==> src/rtl/image_ram_loader_if.sv <==
`default_nettype none
// ============================================================================
//  Module      : image_ram_loader_if
//  Description : Byte-stream and RAM-write bundle for the image RAM loader.
//                The slave modport faces the loader. The master modport faces
//                the upstream byte source and the RAM / processor side.
//  Revision    : 1.0  initial release
// ============================================================================
interface image_ram_loader_if #(
   parameter int ADDR_W = 8,
   parameter int DATA_W = 16
);
   logic              load_start;
   logic              in_valid;
   logic [7:0]        in_byte;
   logic              in_ready;
   logic              ram_we;
   logic [ADDR_W-1:0] ram_addr;
   logic [DATA_W-1:0] ram_wdata;
   logic              busy;
   logic              pro_select;

   modport master (
      output load_start, in_valid, in_byte,
      input  in_ready, ram_we, ram_addr, ram_wdata, busy, pro_select
   );

   modport slave (
      input  load_start, in_valid, in_byte,
      output in_ready, ram_we, ram_addr, ram_wdata, busy, pro_select
   );
endinterface
`default_nettype wire

==> src/rtl/image_ram_loader.sv <==
`default_nettype none
// ============================================================================
//  Module      : image_ram_loader
//  Description : Packs an incoming byte stream into 16-bit words {hi, lo},
//                writes them to sequential RAM addresses starting at 0, and
//                raises pro_select once the last word has been written.
//  Revision    : 1.0  initial release
// ============================================================================
module image_ram_loader #(
   parameter int ADDR_W    = 8,
   parameter int DATA_W    = 16,
   parameter int NUM_WORDS = 256
) (
   input  logic                 clk,
   input  logic                 rst,
   image_ram_loader_if.slave    bus
);

   typedef enum logic [2:0] {
      S_IDLE = 3'd0,
      S_LO   = 3'd1,
      S_HI   = 3'd2,
      S_WR   = 3'd3,
      S_DONE = 3'd4
   } state_t;

   localparam logic [ADDR_W-1:0] LAST_ADDR = ADDR_W'(NUM_WORDS - 1);

   state_t            state_q,      state_d;
   logic [7:0]        lo_byte_q,    lo_byte_d;
   logic [ADDR_W-1:0] ram_addr_q,   ram_addr_d;
   logic [DATA_W-1:0] ram_wdata_q,  ram_wdata_d;
   logic              ram_we_q,     ram_we_d;
   logic              busy_q,       busy_d;
   logic              pro_select_q, pro_select_d;
   logic              in_ready;

   // Ready is a pure decode of the registered state, so no input reaches an output combinationally.
   assign in_ready = (state_q == S_LO) || (state_q == S_HI);

   // State register and registered outputs; reset discards any half-assembled word.
   always_ff @(posedge clk) begin
      if (rst) begin
         state_q      <= S_IDLE;
         lo_byte_q    <= '0;
         ram_addr_q   <= '0;
         ram_wdata_q  <= '0;
         ram_we_q     <= 1'b0;
         busy_q       <= 1'b0;
         pro_select_q <= 1'b0;
      end else begin
         state_q      <= state_d;
         lo_byte_q    <= lo_byte_d;
         ram_addr_q   <= ram_addr_d;
         ram_wdata_q  <= ram_wdata_d;
         ram_we_q     <= ram_we_d;
         busy_q       <= busy_d;
         pro_select_q <= pro_select_d;
      end
   end

   // Next-state and next-output logic; ram_we only survives the single WR cycle.
   always_comb begin
      state_d      = state_q;
      lo_byte_d    = lo_byte_q;
      ram_addr_d   = ram_addr_q;
      ram_wdata_d  = ram_wdata_q;
      ram_we_d     = 1'b0;
      busy_d       = busy_q;
      pro_select_d = pro_select_q;
      case (state_q)
         S_IDLE: begin
            if (bus.load_start) begin
               ram_addr_d = '0;
               busy_d     = 1'b1;
               state_d    = S_LO;
            end
         end
         S_LO: begin
            if (bus.in_valid && in_ready) begin
               lo_byte_d = bus.in_byte;
               state_d   = S_HI;
            end
         end
         S_HI: begin
            if (bus.in_valid && in_ready) begin
               ram_wdata_d = {bus.in_byte, lo_byte_q};
               ram_we_d    = 1'b1;
               state_d     = S_WR;
            end
         end
         S_WR: begin
            if (ram_addr_q == LAST_ADDR) begin
               busy_d       = 1'b0;
               pro_select_d = 1'b1;
               state_d      = S_DONE;
            end else begin
               ram_addr_d = ram_addr_q + ADDR_W'(1);
               state_d    = S_LO;
            end
         end
         S_DONE: begin
            // A new load takes the RAM back from the processor.
            if (bus.load_start) begin
               pro_select_d = 1'b0;
               ram_addr_d   = '0;
               busy_d       = 1'b1;
               state_d      = S_LO;
            end
         end
         default: begin
            state_d = S_IDLE;
         end
      endcase
   end

   assign bus.in_ready   = in_ready;
   assign bus.ram_we     = ram_we_q;
   assign bus.ram_addr   = ram_addr_q;
   assign bus.ram_wdata  = ram_wdata_q;
   assign bus.busy       = busy_q;
   assign bus.pro_select = pro_select_q;

endmodule
`default_nettype wire
==> src/flat_wrapper.sv <==
// flat-port wrapper written by rule: the top's interface ports become plain ports
module image_ram_loader_flat 
#(
   parameter int ADDR_W    = 8,
   parameter int DATA_W    = 16,
   parameter int NUM_WORDS = 256
)
  (clk, rst, bus_load_start, bus_in_valid, bus_in_byte, bus_in_ready, bus_ram_we, bus_ram_addr, bus_ram_wdata, bus_busy, bus_pro_select);
  image_ram_loader_if #(.ADDR_W(ADDR_W), .DATA_W(DATA_W)) bus_i ();
  input  logic clk;
  input  logic rst;
  input wire logic [$bits(bus_i.load_start)-1:0] bus_load_start;
  input wire logic [$bits(bus_i.in_valid)-1:0] bus_in_valid;
  input wire logic [$bits(bus_i.in_byte)-1:0] bus_in_byte;
  output wire logic [$bits(bus_i.in_ready)-1:0] bus_in_ready;
  output wire logic [$bits(bus_i.ram_we)-1:0] bus_ram_we;
  output wire logic [$bits(bus_i.ram_addr)-1:0] bus_ram_addr;
  output wire logic [$bits(bus_i.ram_wdata)-1:0] bus_ram_wdata;
  output wire logic [$bits(bus_i.busy)-1:0] bus_busy;
  output wire logic [$bits(bus_i.pro_select)-1:0] bus_pro_select;
  assign bus_i.load_start = bus_load_start;
  assign bus_i.in_valid = bus_in_valid;
  assign bus_i.in_byte = bus_in_byte;
  assign bus_in_ready = bus_i.in_ready;
  assign bus_ram_we = bus_i.ram_we;
  assign bus_ram_addr = bus_i.ram_addr;
  assign bus_ram_wdata = bus_i.ram_wdata;
  assign bus_busy = bus_i.busy;
  assign bus_pro_select = bus_i.pro_select;
  image_ram_loader #(.ADDR_W(ADDR_W), .DATA_W(DATA_W), .NUM_WORDS(NUM_WORDS)) u_core (.clk(clk), .rst(rst), .bus(bus_i));
endmodule
==> config.mk <==
export PLATFORM = sky130hd
export DESIGN_NAME = image_ram_loader_flat
export DESIGN_NICKNAME = d
export VERILOG_FILES = /design/src/rtl/image_ram_loader_if.sv /design/src/rtl/image_ram_loader.sv /design/src/flat_wrapper.sv
export SDC_FILE = /design/constraint.sdc
export NUM_CORES = 1
export LEC_CHECK = 0
export CAP_MARGIN = 10
export CORE_MARGIN = 2
export CORE_UTILIZATION = 52
export CTS_CLUSTER_SIZE = 12
export DETAILED_ROUTE_END_ITERATION = 7
export PLACE_DENSITY = 0.84
export SLEW_MARGIN = 20
export SYNTH_ARGS = -nofsm -noshare
export SYNTH_HDL_FRONTEND = slang
export SYNTH_SLANG_ARGS = --single-unit
==> constraint.sdc <==
create_clock -name clk -period 2.9 [get_ports clk]
set_input_delay 0.58 -clock clk [delete_from_list [all_inputs] [get_ports clk]]
set_output_delay 0.58 -clock clk [all_outputs]
set_load 0.05 [all_outputs]
# [Word-level counts from Yosys, hierarchy flattened]
# Index checks and enable logic that the tools add are counted.
[totals] regBits=38 inputBits=12 output_inout_bits=28
[classes] mux=15 n_addsub=1 eq_ne=11 n_bitwise=1 n_reduce_logical=13
[op_table] cell="2-to-1 mux 8 bit" count=2
[op_table] cell="one-hot mux 8 bit (2 select lines)" count=1
[op_table] cell="2-to-1 mux 3 bit" count=4
[op_table] cell="one-hot mux 3 bit (4 select lines)" count=1
[op_table] cell="AND reduction 3 bit" count=4
[op_table] cell="adder 8 x 1 -> 8 bit, second input constant" count=1
[op_table] cell="== test 8 bit, second input constant" count=1
[op_table] cell="inequality test 2 bit, second input constant" count=4
[op_table] cell="== test 3 x 2 -> 1 bit, second input constant" count=2
[op_table] cell="2-to-1 mux 1 bit" count=5
[op_table] cell="inequality test 2 x 1 -> 1 bit, second input constant" count=2
[op_table] cell="one-hot mux 1 bit (2 select lines)" count=2
[op_table] cell="AND reduction 2 bit" count=2
[op_table] cell="nonzero test 2 bit" count=2
[op_table] cell="OR reduction 2 bit" count=2
[op_table] cell="== test 3 x 1 -> 1 bit, second input constant" count=1
[op_table] cell="== test 3 bit, second input constant" count=1
[op_table] cell="logical NOT 3 bit" count=1
[op_table] cell="logical AND 1 bit" count=1
[op_table] cell="logical OR 1 bit" count=1
[op_table] cell="inverter 1 bit" count=1

# [Longest topological paths before layout]
[depth] depth_word=5 mapped_depth=6 ltp_nobuf=5

# [Least setup slack after synthesis]
# Ideal clock, no wire load.
[synth_timing] kind="register to output" startpoint="register u_core.state_q[1]" endpoint="output bus_in_ready" path_stages_with_launch=4 n_path_buf=1 arrival_time_ns=1.487 path_slack_ns=0.833 required_time_ns=2.320 cell_sequence="dfxtp_1 buf_6 or2b_1 a21oi_1"
[synth_via] elab_chain_cells=2 elab_cells_between_ends=3 classes_between="2 x eq/ne; 1 x reduce/logical"
[synth_lines] element="from (decl)" line_no="image_ram_loader.sv:29" source="state_t state_q, state_d;"
[synth_lines] element="from (signal assigned)" line_no="image_ram_loader.sv:52" source="state_q <= state_d;"
[synth_lines] element="== test 3 x 1 -> 1 bit or == test 3 x 2 -> 1 bit (tied branches)" line_no="image_ram_loader.sv:39" source="assign in_ready = (state_q == S_LO) || (state_q == S_HI);"
[synth_lines] element="logical OR 1 bit (*)" line_no="image_ram_loader.sv:39"
[synth_lines] element="to (decl)" line_no="flat_wrapper.sv:15" source="output wire logic [$bits(bus_i.in_ready)-1:0] bus_in_ready;"
# Mark *: on every way between the ends. The rest lies on a longest branch, timed or not.

# [Final worst setup path]
# Same ends and word-level chain as after synthesis.

==> results.md <==
- First-pass GRT wire length: 5920 um
- Hpwl dp: 2469 um
- Fin. Hold Viols: 0
- Sequential cell area: 760.7 um2
- Root Buffer: clkbuf_4
- Simple-gate share of the synthesized area: 0.2402
- GRT overflow: 0
- Drt drc: 0
- Fmax: 0.3657 GHz
- Worst VDD drop: 0.0003267 V
- # resized after CTS: 0
- Int Power: 714.6 uW
- Power Dens Cells: 487.3 nW/um2
- Net switching power: 286.0 uW
- IO buf count: 39
- Starting Density: 0.5353
- Largest net degree at the start of global routing: 31
- Area fraction of the dominant cell type after synthesis: 0.4772
- Die Ht: 59.37 um
- Setup violations, final: 0
- Register bit count reported by yosys: 38
- WS Path Type: reg -> out
- Max-Slew Margin vs Limit: 0.6204
- GP Congestion: 0.8396
- Clock period minus worst slack: 2.734 ns
- Fillers: 238
- Synth Area in Compound Gates: 0.1578
- CP required: 2.32 ns
- H-tree depth: 2
- Worst min path class: reg -> reg
- Reg power frac: 0.553
- Adder-cell area share of the yosys netlist: 0.007849
- Avg Vias per Cell: 5.630
- Synthesis Warnings: 0
- Vias in the first global route: 1383
- CP arrival: 2.15 ns
- Worst slew pin tran: 0.5688 ns
- Antenna-violating nets left: 0
- DR iter-0 viols: 56
- Vias: 1447
- Layout cells sized above 1: 0.07143
- Die area: 3524 um2
- Final nets: 236
- Switch share: 0.2858
- Worst setup EP type: output port
- Synth Area per Inst: 8.570 um2
- Footprint of the multi-input gates: 763.2 um2
- Cell accounting for the most synthesized area: dfxtp_1
- Final worst slack: 0.1658 ns
- DRT Wirelength: 3489 um
- Crit start category: register
- Postcts setup bufs: 0
- Post-synth ARST share: 0
- CP Max Fanout: 12
- I/O pin cnt: 40
- # Max-Cap Violations: 0
- Mux cell area share after synthesis: 0.06907
- Largest family of logic cells by synthesized area: simple AND/OR/NAND/NOR gates
- Logic gate share of total power: 0.150
- Fin cells: 257
- Clk sinks: 38
- Total power after layout: 1001 uW
- Core area: 2978 um2
- Leak: 0.0006982 uW
- Post-synthesis instance area: 1594 um2
- RSZ-0062 raised after global routing: false
- Site Rows: 20
- Routed length per instance: 13.58 um
- Synth Net Count: 199
- Primary FF master, synth: dfxtp_1
- Status: completed
- Synth cell count leaders: nand2_1, dfxtp_1, a21oi_1, nor2_1, mux2i_1
- Final-report max-slew violation count: 0
- Gr usage total: 0.2203
- Number of synthesized flops with an enable pin: 0
- Setup Slack @ Placement: 0.5618 ns
- Distinct cells, synth: 33
- Sequential fraction of the synthesis area: 0.4772
- DR pass1 iterations: 4
- Clock-pin transition on the worst setup and hold timing paths: 0.12 ns
- CTS Buffer Depth: 2
- Synth area leaders: dfxtp_1, nand2_1, a21oi_1
- Synthesized instance count: 186
- Antenna violations before repair: 0
- Setup_tns: 0 ns
- # diodes: 0
- CTS tree: built
- Period utilization: 0.9428
- Xor and xnor fraction of the mapped netlist area: 0
- Clk_lat worst skew: 0.35 ns
- Total CTS buffers: 5
- Clock share of power: 0.297
- Top-count cell post-synth: nand2_1
- Die W: 59.37 um
- Post-Route Skew: 0.008008 ns
- Cts hold-fix bufs: 0
- DP Cell Count: 249
- Area growth syn-to-layout: 28.81%
-- layout by cell type, fill, tap and decap left out, types with 4 or more instances in the layout --
master and n:
nand3_1 7, a21oi_1 24, mux2i_1 11, o21ai_0 5
nor2_1 12, clkbuf_4 5, dfxtp_1 38, clkdlybuf4s50_1 39
nand2_1 40, or3_1 4
-- worst max-delay path: stages, from the launching register on --
cell,delay (ns)
dfxtp_1,0.54
or2b_1,0.28
a21oi_1,0.16
clkdlybuf4s50_1,0.82
-- cell families (layout without fill, tap and decap cells) --
logic type	after synthesis	after routing
mux	11	11
flops	38	38
buf+inv	15	53
compound gates	41	41
fa+ha+maj	1	1
simple gates	80	80
-- layer usage --
metal | track usage | part of all wire
met4 | 0.1006 | 0.015
met5 | 0 | 0
met3 | 0.05459 | 0.047
met2 | 0.3454 | 0.50
met1 | 0.2845 | 0.44
-- final timing paths --
check,cells after the start,slack [ns],startpoint,endpoint
setup / recovery,3,0.17,u_core.state_q[1],bus_in_ready
hold / removal,2,0.46,u_core.lo_byte_q[0],u_core.bus.ram_wdata[0]
setup reg to reg,5,1.16,u_core.bus.ram_addr[0],u_core.bus.ram_addr[3]
hold reg to reg,2,0.46,u_core.lo_byte_q[0],u_core.bus.ram_wdata[0]
-- area by class of cell --
class	count	area share
multi-input cells	133	0.3717
flip-flops and latches	38	0.3705
repair buffers	42	0.2011
clock buffers	6	0.02498
well taps	33	0.02011
clock inverters	2	0.006094
inverters	3	0.005484
-- flip-flops by register name, indices dropped and copies added (netlist names) --
register               count
u_core.bus.ram_we          1
u_core.lo_byte_q           8
u_core.bus.ram_wdata      16
u_core.bus.pro_select      1
u_core.state_q             3
u_core.bus.busy            1
u_core.bus.ram_addr        8
-- power groups by stage --
stage | logic, uW | registers [uW] | clock network (uW)
floorplan | 87.2 | 581 | 0
global placement | 147 | 564 | 0
detailed placement | 150 | 565 | 0
CTS | 151 | 553 | 304
global route | 163 | 556 | 322
finish | 150 | 554 | 297
-- through the flow --
step                      hold slack [ns]  area [um2]    util
after floorplan                    0.4312        1594       -
after global placement             0.4341        1989  0.6681
after detailed placement           0.4448        1989  0.6681
after CTS                          0.4613        2053  0.6895
after global routing               0.4869        2053  0.6895
final                              0.4601        2053  0.6895
No activity file was read; power rests on OpenSTA's default activity.
